==> src/rtl/rgb2ycbcr_ctrl.sv <==
// rgb2ycbcr_ctrl: flow-control sequencer around the fixed-latency, non-stalling rgb2ycbcr pipeline.
//   - Accepts a valid/ready RGB stream and issues pixels into the pipeline against credits.
//   - Captures pipeline results into an output FIFO that credits keep from overflowing.
//   - Presents results as a valid/ready stream tagged with block-end and frame-end markers.
//
// Ports:
//   clk, rst                 clock (rising edge), asynchronous active-high reset
//   s_valid/s_ready/s_data   input pixel stream, {B,G,R}
//   cc_enable/cc_data        issue strobe and pixel into rgb2ycbcr
//   cc_enable_out/cc_data_out result strobe and pixel {Cr,Cb,Y} from rgb2ycbcr
//   m_valid/m_ready/m_data   output pixel stream, {Cr,Cb,Y}
//   m_last_block/m_last_frame markers on the last pixel of a block / frame
//   err                      sticky protocol error, cleared only by rst
//
// Optional build macro RGB2YCBCR_CTRL_LATCHK_EN: tracks issues in a LAT-deep shift register,
// flags any cc_enable_out that disagrees with it, and captures on the tracked strobe instead.
module rgb2ycbcr_ctrl #(
  parameter int unsigned LAT          = 3,
  parameter int unsigned FIFO_DEPTH   = 8,
  parameter int unsigned BLOCK_PIXELS = 64,
  parameter int unsigned FRAME_PIXELS = 4096
) (
  input  logic        clk,
  input  logic        rst,
  input  logic        s_valid,
  output logic        s_ready,
  input  logic [23:0] s_data,
  output logic        cc_enable,
  output logic [23:0] cc_data,
  input  logic [23:0] cc_data_out,
  input  logic        cc_enable_out,
  output logic        m_valid,
  input  logic        m_ready,
  output logic [23:0] m_data,
  output logic        m_last_block,
  output logic        m_last_frame,
  output logic        err
);

  localparam int unsigned CntW = $clog2(FIFO_DEPTH + 1);
  localparam int unsigned PtrW = $clog2(FIFO_DEPTH);
  localparam int unsigned FlW  = $clog2(LAT + 1);
  localparam int unsigned PixW = $clog2(BLOCK_PIXELS);
  localparam int unsigned FrmW = $clog2(FRAME_PIXELS);

  logic [FlW-1:0]  flush_cnt_q, flush_cnt_d;
  logic [CntW-1:0] outst_q, outst_d;
  logic [CntW-1:0] count_q, count_d;
  logic [PtrW-1:0] wr_ptr_q, wr_ptr_d;
  logic [PtrW-1:0] rd_ptr_q, rd_ptr_d;
  logic [23:0]     mem_q [FIFO_DEPTH];
  logic [PixW-1:0] pix_cnt_q, pix_cnt_d;
  logic [FrmW-1:0] frm_cnt_q, frm_cnt_d;
  logic            err_q, err_d;

  logic            flush;
  logic            issue;
  logic            pop;
  logic            full;
  logic [CntW-1:0] inflight;
  logic            cap_en;
  logic            cap_bad;
  logic            wr;
  logic            lat_err;

  // Flush runs for LAT cycles after reset release so stale pipeline results are dropped.
  assign flush = (flush_cnt_q != FlW'(LAT));

  // Decoded from registers only: no path from m_ready to s_ready.
  assign s_ready   = !flush && (outst_q < CntW'(FIFO_DEPTH));
  assign issue     = s_valid && s_ready;
  assign cc_enable = issue;
  assign cc_data   = s_data;

  assign m_valid      = (count_q != '0);
  assign m_data       = mem_q[rd_ptr_q];
  assign pop          = m_valid && m_ready;
  assign m_last_block = m_valid && (pix_cnt_q == PixW'(BLOCK_PIXELS - 1));
  assign m_last_frame = m_valid && (frm_cnt_q == FrmW'(FRAME_PIXELS - 1));
  assign err          = err_q;

  assign full     = (count_q == CntW'(FIFO_DEPTH));
  // Pixels issued but not yet captured; zero means any result strobe is unexpected.
  assign inflight = outst_q - count_q;

`ifdef RGB2YCBCR_CTRL_LATCHK_EN
  logic [LAT-1:0] lat_sr_q, lat_sr_d;

  assign lat_sr_d = (lat_sr_q << 1) | LAT'(issue);
  assign cap_en   = lat_sr_q[LAT-1];
  assign lat_err  = !flush && (cc_enable_out != cap_en);

  always_ff @(posedge clk or posedge rst) begin
    if (rst) begin
      lat_sr_q <= '0;
    end else begin
      lat_sr_q <= lat_sr_d;
    end
  end
`else
  assign cap_en  = cc_enable_out;
  assign lat_err = 1'b0;
`endif

  assign cap_bad = cap_en && !flush && (full || (inflight == '0));
  assign wr      = cap_en && !flush && !cap_bad;

  always_comb begin
    flush_cnt_d = flush_cnt_q;
    if (flush) begin
      flush_cnt_d = flush_cnt_q + FlW'(1);
    end

    case ({issue, pop})
      2'b10:   outst_d = outst_q + CntW'(1);
      2'b01:   outst_d = outst_q - CntW'(1);
      default: outst_d = outst_q;
    endcase

    case ({wr, pop})
      2'b10:   count_d = count_q + CntW'(1);
      2'b01:   count_d = count_q - CntW'(1);
      default: count_d = count_q;
    endcase

    // Depth is a power of two, so pointers wrap naturally.
    wr_ptr_d = wr ? wr_ptr_q + PtrW'(1) : wr_ptr_q;
    rd_ptr_d = pop ? rd_ptr_q + PtrW'(1) : rd_ptr_q;

    pix_cnt_d = pix_cnt_q;
    frm_cnt_d = frm_cnt_q;
    if (pop) begin
      pix_cnt_d = (pix_cnt_q == PixW'(BLOCK_PIXELS - 1)) ? '0 : pix_cnt_q + PixW'(1);
      frm_cnt_d = (frm_cnt_q == FrmW'(FRAME_PIXELS - 1)) ? '0 : frm_cnt_q + FrmW'(1);
    end

    err_d = err_q || cap_bad || lat_err;
  end

  always_ff @(posedge clk or posedge rst) begin
    if (rst) begin
      flush_cnt_q <= '0;
      outst_q     <= '0;
      count_q     <= '0;
      wr_ptr_q    <= '0;
      rd_ptr_q    <= '0;
      pix_cnt_q   <= '0;
      frm_cnt_q   <= '0;
      err_q       <= 1'b0;
    end else begin
      flush_cnt_q <= flush_cnt_d;
      outst_q     <= outst_d;
      count_q     <= count_d;
      wr_ptr_q    <= wr_ptr_d;
      rd_ptr_q    <= rd_ptr_d;
      pix_cnt_q   <= pix_cnt_d;
      frm_cnt_q   <= frm_cnt_d;
      err_q       <= err_d;
    end
  end

  // Storage is cleared on reset so m_data reads 0 while rst is held.
  always_ff @(posedge clk or posedge rst) begin
    if (rst) begin
      for (int i = 0; i < int'(FIFO_DEPTH); i++) begin
        mem_q[i] <= '0;
      end
    end else if (wr) begin
      mem_q[wr_ptr_q] <= cc_data_out;
    end
  end

endmodule

==> config.mk <==
export PLATFORM = sky130hd
export DESIGN_NAME = rgb2ycbcr_ctrl
export DESIGN_NICKNAME = d
export VERILOG_FILES = /design/src/rtl/rgb2ycbcr_ctrl.sv
export SDC_FILE = /design/constraint.sdc
export NUM_CORES = 1
export LEC_CHECK = 0
export ABC_AREA = 1
export BUFFER_PORTS_ARGS = -buffer_cell sky130_fd_sc_hd__buf_2
export CAP_MARGIN = 20
export CORE_ASPECT_RATIO = 1.4
export CORE_MARGIN = 2
export CORE_UTILIZATION = 54
export DETAILED_ROUTE_END_ITERATION = 10
export HOLD_SLACK_MARGIN = 0.06
export PLACE_DENSITY = 0.76
export SETUP_SLACK_MARGIN = 0.15
export SYNTH_ARGS = -nofsm -noshare
export SYNTH_HDL_FRONTEND = slang
export SYNTH_SLANG_ARGS = --single-unit
==> constraint.sdc <==
create_clock -name clk -period 8.3 [get_ports clk]
set_input_delay 2.49 -clock clk [delete_from_list [all_inputs] [get_ports clk]]
set_output_delay 2.49 -clock clk [all_outputs]
set_load 0.01 [all_outputs]
==> results of run 1 <==
[cell families (layout without fill, tap and decap cells)]
| logic type | count (synthesis) | count (layout) | share of synthesized area [%] |
|---|---|---|---|
| flip-flops | 227 | 227 | 47.77 |
| AND/OR/NAND/NOR | 916 | 916 | 34.60 |
| multiplexers | 2 | 2 | 0.1894 |
| XOR/XNOR | 20 | 20 | 1.473 |
| buffers and inverters | 196 | 151 | 7.629 |
| adder cells (fa/ha/maj) | 16 | 16 | 1.810 |
| AO/OA/AOI/OAI | 118 | 118 | 6.524 |
[synthesized netlist by cell type]
library cell  number
buf_1              6
nand3_1           15
buf_2             38
nor3_1             3
nand2_2            1
nand2_1          518
nor3_4             6
nor3_2             2
o21ai_1           18
nor2_1           162
o21bai_1           2
inv_1             21
o21ai_0           41
buf_4             26
xor2_1            12
clkbuf_1          72
clkinv_1           2
and3_1             1
o32ai_1           48
fa_1               2
dfrtp_1          227
ha_1              14
nand4_1          198
a21oi_1            9
xnor2_1            8
or2_1              1
nor2_4             1
inv_2             10
clkbuf_2          21
nand4_2            5
mux2_2             2
nor3b_1            3
[area by class of cell]
type / count / area, µm² / area share, %
multi-input combinational: 1072 / 5315 / 41.73
inverter: 33 / 132.6 / 1.041
sequential: 227 / 5683 / 44.62
clock inverter: 2 / 35.03 / 0.2751
timing repair buffer: 79 / 467.9 / 3.674
tap: 297 / 371.6 / 2.918
clock buffer: 37 / 730.7 / 5.737
[path summary, 6_finish.rpt]
check | depth (start not counted) | end | slack, ps | start
setup / recovery | 4 | m_data[11] | 2570 | rd_ptr_q[2]
hold / removal | 1 | outst_q[0] | 470 | outst_q[0]
min in group asynchronous | 3 | mem_q[167] | 2250 | rst
hold reg to reg | 1 | outst_q[0] | 470 | outst_q[0]
setup reg to reg | 16 | count_q[3] | 4400 | count_q[2]
max in group asynchronous | 4 | rd_ptr_q[1] | 4670 | rst
[flip-flops by register name (all words and copies together), names as in the netlist]
register	flops
frm_cnt_q	12
outst_q	4
err	1
pix_cnt_q	6
wr_ptr_q	3
mem_q	192
flush_cnt_q	2
count_q	4
rd_ptr_q	3
[routing by layer]
metal	vias up	wire length (µm)
met3	90	3026
met2	537	16080
met1	5227	13400
li1	4892	-
met4	0	1058
met5	-	0
[through the flow]
step                area (µm²)  total power, W  hold slack [ps]  utilization [%]  setup slack, ps
global placement         11960        0.004530            458.0            55.09             2728
CTS                      12740        0.005690            475.9            58.69             2689
finish                   12740        0.005715            471.0            58.69             2573
floorplan                11890        0.003862            444.4                -             2844
global route             12740        0.006145            497.0            58.69             2521
detailed placement       11970        0.004612            460.8            55.16             2986
[layout by cell type (no fill, tap or decap), drive strengths merged, types with 14 or more instances in the layout]
cell type	Yosys	routed
o32ai	48	48
nand3	15	15
clkbuf	93	37
ha	14	14
nand2	519	519
o21ai	59	59
buf	70	79
inv	31	30
dfrtp	227	227
nand4	203	203
nor2	163	163
[critical path, delay by kind of cell, from the launching register on]
kind | cells | cell delay, ps
buf+inv | 2 | 1330
flops | 1 | 870
simple gates | 2 | 510
[power by group]
group,leakage [nW],switching [W],internal (W)
logic,3.23,0.00180,0.000873
registers,2.86,0.000373,0.00161
clock network,0.376,0.000433,0.000629
==> results.cfg, run 1 <==
[status]
outcome = completed

[hold_path]
hold_class = register to register

[worst_setup_path]
cp_max_fo = 25
cp-start-kind = register
crit_chain = clkinv_1 -> nand2_1 -> nand2_1 -> buf_2
critPathRequiredTime_ps = 5810
worstSetupPathType = register to output port
crit_slowest_cell = clkinv_1
cp-end-kind = output port
critPathArrivalTime_ps = 3240
crit_top_cell = nand2_1
slowest_delay_ps = 1140

[detailed_routing]
drtPass1Iterations = 5
detail-route-antenna-nets = 0
totalWireLength_um = 33570
post_drt_wl_per_cell_um = 19.21
drt_iter0_markers = 1422
routed_via_density = 6.151
vias = 10750
drc = 0

[global_routing]
grt-ovfl-total = 0
grt_pass1_wl_um = 55030
use_met1_pct = 40.87
grt_max_degree = 160
track_usage_pct = 29.31
grtUsageMet3_pct = 4.435
busiest_layer = met2
grt_pass1_vias = 10510
grtUsageMet2_pct = 46.55
antenna_found_initial = 0

[yosys]
syn_nets = 1564
synth_cell_type_count = 32
synth_cells = 1495
synth_top_area_share_pct = 47.77
syn_area_per_cell_um2 = 7.953
ys_seq_elements = 227
ys_seq_area_share_pct = 47.77
synth.area.top_cells = dfrtp_1, nand2_1, nand4_1
synth_area_um2 = 11890
yosys_warnings = 0
yosys.area.top_type = dfrtp_1

[clock_tree]
path_clk_slew_ps = 60
clk_latency_ps = 530
h-tree-depth = 1
cts-hold-fix-buffers = 0
cts-root-buf = clkbuf_16
cts_resized = 0
cts-buffers-inserted = 24
cts.sinks = 227
postCtsSetupBuffers = 0
cts_tree = built
clockBufferDepth = 3

[layout]
insertedDiodeCount = 0
area_growth_pct = 7.114
fin_cells = 1747
nets = 1506
drive_above_1_share_pct = 9.793
fillers = 1958

[floorplan]
rows = 64
die_y_um = 179.6
coreArea_um2 = 21700
fp.dieW_um = 129.4
ioPinCount = 107
start_util_pct = 54.79
die_area_um2 = 23240

[pwr]
vdd_drop_max_uv = 425.0
p_leak_nw = 6.460
power.density_nw_per_um2 = 448.7

[placement]
io_buffers = 58
dp_hpwl_um = 18010
finalWeightedCongestion = 0.7836
dp_cells = 1708

[timing]
maxSlewViolCount = 0
fmax_mhz = 174.6
hold_viol = 0
rsz0062_at_grt = false
fin_crit_sh_pct = 69.00
finalSetupViolCount = 0
fin_tns_setup_ps = 0
fin_crit_ps = 5727
fin_skew_ps = 11.95
max-slew-margin-rel_pct = 24.66
tightestPinTransition_ps = 1127

[flow_run]
maxCapViolations = 0
Note: power is estimated with default switching activity, not from simulation.
==> inputs of run 2 (changes only) <==
--- a/config.mk
+++ b/config.mk
@@ -10,10 +10,10 @@
 export CAP_MARGIN = 20
 export CORE_ASPECT_RATIO = 1.4
 export CORE_MARGIN = 2
-export CORE_UTILIZATION = 54
+export CORE_UTILIZATION = 55
 export DETAILED_ROUTE_END_ITERATION = 10
 export HOLD_SLACK_MARGIN = 0.06
-export PLACE_DENSITY = 0.76
+export PLACE_DENSITY = 0.75
 export SETUP_SLACK_MARGIN = 0.15
 export SYNTH_ARGS = -nofsm -noshare
 export SYNTH_HDL_FRONTEND = slang
==> constraint.sdc (replaced) <==
create_clock -name clk -period 5.6 [get_ports clk]
set_input_delay 1.68 -clock clk [delete_from_list [all_inputs] [get_ports clk]]
set_output_delay 1.68 -clock clk [all_outputs]
set_load 0.01 [all_outputs]
==> run 2 against run 1 <==
Net effect:
- count of clock-buffer cells in the layout shrank 5
- first-iteration DRC count shrank 8.0%
- setup slack lost 1400 ps
- routed wire length grew 2.0%
- largest cell class unchanged
- critical path type unchanged
- clock skew shrank 6.0 ps
- cell count shrank 1.4%
- sequential share of layout area shrank 0.52 points
- clock power grew 68%
==> results.cfg, run 2 (synthesis gave the netlist of run 1 again) <==
[flow_run]
maxCapViolations = 0

[clock_tree]
cts-root-buf = clkbuf_16
path_clk_slew_ps = 60
cts-buffers-inserted = 24
clk_latency_ps = 520
clockBufferDepth = 3
postCtsSetupBuffers = 0
h-tree-depth = 1
cts.sinks = 227
cts-hold-fix-buffers = 0
cts_tree = built
cts_resized = 0

[timing]
rsz0062_at_grt = false
fin_tns_setup_ps = 0
holdWs_ps = 474.8
finalSetupViolCount = 0
fin_crit_sh_pct = 79.51
fmax_mhz = 224.6
maxSlewViolCount = 0
setup_ws_ps = 1147
fin_skew_ps = 5.970
max-slew-margin-rel_pct = 26.77
tightestPinTransition_ps = 1096
fin_crit_ps = 4453
hold_viol = 0

[layout]
nets = 1513
regMostFlops = mem_q
largest_reg_flops = 192
top_regs = mem_q: 192 flops, frm_cnt_q: 12 flops, pix_cnt_q: 6 flops
register_area_um2 = 5683
fin_cells = 1723
final_cell_mix = nand2_1, dfrtp_1, nand4_1
final_common_cell = nand2_1
fillers = 1844
multi_input_area_um2 = 5315
area_growth_pct = 8.376
drive_above_1_share_pct = 10.74

[floorplan]
start_util_pct = 56.07
fp.dieW_um = 128.3
die_area_um2 = 22830
ioPinCount = 107
die_y_um = 178.0
rows = 63
coreArea_um2 = 21200

[worst_setup_path]
crit_top_cell = nand2_1
cp_max_fo = 52
crit_chain = buf_4 -> o21ai_0 -> o32ai_1 -> nand2_1 -> nand2_1 -> buf_2
critPathArrivalTime_ps = 2770
cp-start-kind = register
critPathRequiredTime_ps = 3920
cp-end-kind = output port
worstSetupPathType = register to output port
crit_slowest_cell = dfrtp_2
slowest_delay_ps = 890

[pwr]
p_leak_nw = 6.557
totalPowerFinal_w = 0.008745
vdd_drop_max_uv = 460.8
power.density_nw_per_um2 = 678.7

[global_routing]
antenna_found_initial = 1
track_usage_pct = 30.42
grtUsageMet3_pct = 5.159
grt_pass1_wl_um = 55590
use_met1_pct = 41.20
grtUsageMet2_pct = 49.42
grt_max_degree = 182
grt_pass1_vias = 10560
busiest_layer = met2
grt-ovfl-total = 0

[placement]
pre_cts_ws_ps = 1706
dp_cells = 1677
dp_hpwl_um = 18490
io_buffers = 58
finalWeightedCongestion = 0.8068

[detailed_routing]
post_drt_wl_per_cell_um = 19.86
detail-route-antenna-nets = 0
drtPass1Iterations = 5
vias = 10760
drc = 0
drt_iter0_markers = 1308
totalWireLength_um = 34230
routed_via_density = 6.244

[hold_path]
hold_class = register to register

[status]
outcome = completed
[run 2: cell types whose count changed in the layout (fill, tap and decap cells not counted), sizes merged]
cell      previous run  this run
clkinvlp             1         3
clkinv               3         7
diode                0         1
bufinv               1         5
clkbuf              37        32
buf                 79        86
[run 2: per-stage QoR]
step / util, % / area, µm²
2_1_floorplan: - / 11890
3_5_place_dp: 56.47 / 11970
6_report: 60.77 / 12890
3_3_place_gp: 56.47 / 11970
4_1_cts: 60.63 / 12860
5_1_grt: 60.76 / 12880
[run 2: power breakdown]
group	internal (W)	switching, W
clock	0.00110	0.000680
combinational	0.00135	0.00269
sequential	0.00238	0.000552
[run 2: worst paths after layout]
| path | start | to | slack [ps] | depth (start not counted) |
|---|---|---|---|---|
| min in group asynchronous | rst | mem_q[55] | 1370 | 3 |
| worst max-delay path | rd_ptr_q[1] | m_data[0] | 1150 | 6 |
| worst max register to register | count_q[1] | mem_q[75] | 2480 | 14 |
| worst min register to register | mem_q[45] | mem_q[45] | 470 | 2 |
| worst min-delay path | mem_q[45] | mem_q[45] | 470 | 2 |
| max in group asynchronous | rst | mem_q[24] | 3350 | 3 |
[run 2: critical path: cells and delay by family, from the launching register on]
kind | cells | cell delay (ps)
flip-flops | 1 | 890
AO/OA/AOI/OAI | 2 | 340
buffers and inverters | 2 | 740
AND/OR/NAND/NOR | 2 | 250
[run 2: metal layers]
metal,share of wire (%),routed length (µm)
met5,0,0
met4,3.3,1129
met3,8.6,2959
met2,48,16350
met1,40,13790
[run 2: layout make-up]
| class | instances | area share, % |
|---|---|---|
| clock inverters | 12 | 1.476 |
| repair buffers | 86 | 4.233 |
| flip-flops and latches | 227 | 44.10 |
| inverters | 33 | 1.029 |
| well taps | 260 | 2.525 |
| diodes | 1 | 0.01942 |
| clock buffers | 32 | 5.369 |
| multi-input cells | 1072 | 41.25 |
==> inputs of run 3 (changes only) <==
--- a/config.mk
+++ b/config.mk
@@ -10,10 +10,10 @@
 export CAP_MARGIN = 20
 export CORE_ASPECT_RATIO = 1.4
 export CORE_MARGIN = 2
-export CORE_UTILIZATION = 55
+export CORE_UTILIZATION = 54
 export DETAILED_ROUTE_END_ITERATION = 10
 export HOLD_SLACK_MARGIN = 0.06
-export PLACE_DENSITY = 0.75
+export PLACE_DENSITY = 0.76
 export SETUP_SLACK_MARGIN = 0.15
 export SYNTH_ARGS = -nofsm -noshare
 export SYNTH_HDL_FRONTEND = slang
==> constraint.sdc (replaced) <==
create_clock -name clk -period 3.6 [get_ports clk]
set_input_delay 1.08 -clock clk [delete_from_list [all_inputs] [get_ports clk]]
set_output_delay 1.08 -clock clk [all_outputs]
set_load 0.01 [all_outputs]
==> run 3 against run 2 <==
Net effect:
- count of clock-buffer cells in the layout stayed put
- final area is 0.32% lower
- die area is 1.8% higher
- sequential share of layout area is 0.16 points higher
- critical path depth is 1 lower
- clock power is 31% higher
- worst hold slack worse by 1.4 ps
- register-to-register slack worse by 1800 ps
- via count is 0.13% higher
- sequential cell count stayed put
- largest cell class unchanged
- highest routed layer unchanged
==> results.cfg, run 3 (synthesis gave the netlist of run 1 again) <==
[layout]
final_cell_mix = nand2_1, dfrtp_1, nand4_1
area_growth_pct = 8.029
drive_above_1_share_pct = 10.60
regMostFlops = mem_q
top_regs = mem_q: 192 flops, frm_cnt_q: 12 flops, pix_cnt_q: 6 flops
insertedDiodeCount = 0
final_common_cell = nand2_1
fillers = 1869
nets = 1514
largest_reg_flops = 192

[detailed_routing]
drtPass1Iterations = 5
drc = 0
routed_via_density = 6.125
totalWireLength_um = 33570
drt_iter0_markers = 1351
post_drt_wl_per_cell_um = 19.08
detail-route-antenna-nets = 0
vias = 10770

[global_routing]
grt-ovfl-total = 0
grt_max_degree = 197
antenna_found_initial = 0
grt_pass1_vias = 10470
grt_pass1_wl_um = 54830
track_usage_pct = 29.19

[worst_setup_path]
cp-end-kind = output port
cp-start-kind = register
critPathArrivalTime_ps = 2310
r2r_start = count_q[2]
regToRegSetupSlack_ps = 680
rr_endpoint = count_q[3]
critPathRequiredTime_ps = 2520
worst_r2r_path_depth = 15
worstSetupPathType = register to output port
cp_max_fo = 48
crit_end = m_data[12]
critPathLaunch = rd_ptr_q[1]

[clock_tree]
clockBufferDepth = 3
path_clk_slew_ps = 60
cts-hold-fix-buffers = 0
h-tree-depth = 1
cts_tree = built
cts-root-buf = clkbuf_16
cts-buffers-inserted = 24
clk_latency_ps = 520
cts.sinks = 227

[floorplan]
rows = 64
coreArea_um2 = 21700
die_area_um2 = 23240
start_util_pct = 54.79
die_y_um = 179.6
fp.dieW_um = 129.4
ioPinCount = 107

[flow_run]
maxCapViolations = 0

[timing]
rsz0062_at_grt = false
fin_crit_sh_pct = 94.21
fmax_mhz = 294.8
hold_viol = 0
tightestPinTransition_ps = 969.8
fin_crit_ps = 3392
maxSlewViolCount = 0
finalSetupViolCount = 0
max-slew-margin-rel_pct = 35.19
fin_skew_ps = 7.673
holdWs_ps = 473.4

[status]
outcome = completed

[pwr]
power.density_nw_per_um2 = 1029
totalPowerFinal_w = 0.01322
vdd_drop_max_uv = 1117
p_leak_nw = 6.514

[placement]
io_buffers = 58
dp_hpwl_um = 18490
finalWeightedCongestion = 0.8742

[hold_path]
hold_class = register to register
==> run 3: stage by stage <==
step	worst slack (ps)	util [%]	cell area, µm²	TNS, ps	std cells
after global routing	159.1	59.19	12840	0	1759
after CTS	245.0	59.18	12840	0	1759
after detailed placement	525.2	55.81	12110	0	1716
after global placement	550.6	55.81	12110	0	1716
after floorplan	-446.0	-	11890	-101240	1495
final	208.4	59.19	12840	0	1759
==> run 3: metal layers <==
layer / share of wire [%] / GRT usage (%)
met5: 0 / 0
met3: 9.7 / 5.536
met2: 47 / 46.57
met4: 3.5 / 10.75
met1: 39 / 39.73
==> run 3: worst max-delay path: stages, from the launching register on <==
cell     delay (ps)
dfrtp_4         610
buf_12          240
o32ai_1         540
nand2_1          90
nand2_1         120
buf_2           150
==> run 3: how the worst min path moves through the flow <==
stage	startpoint	cells after the start	endpoint
after floorplan	mem_q[40]	2	mem_q[40]
after global placement	mem_q[143]	2	mem_q[143]
after detailed placement	err	1	err
after CTS	mem_q[25]	2	mem_q[25]
after global routing	mem_q[143]	2	mem_q[143]
final	mem_q[120]	2	mem_q[120]
==> run 3: area by class of cell <==
class,instances,area (µm²),share of cell area (%)
well taps,297,371.6,2.893
repair buffers,87,608.1,4.734
clock buffers,32,671.9,5.231
flip-flops and latches,227,5685,44.26
inverters,33,132.6,1.033
clock inverters,11,60.06,0.4676
multi-input cells,1072,5315,41.38
==> run 3: power by group <==
group	internal [W]	switching [W]	total (W)
Sequential	0.00371	0.000762	0.00447
Combinational	0.00212	0.00429	0.00641
Clock	0.00131	0.00103	0.00234
Total	0.00714	0.00608	0.0132
==> run 3: what timing repair did <==
action / CTS / global route
buffers inserted: 0 / 0
setup endpoints to repair: 0 / 2
gates resized for setup: 0 / 1
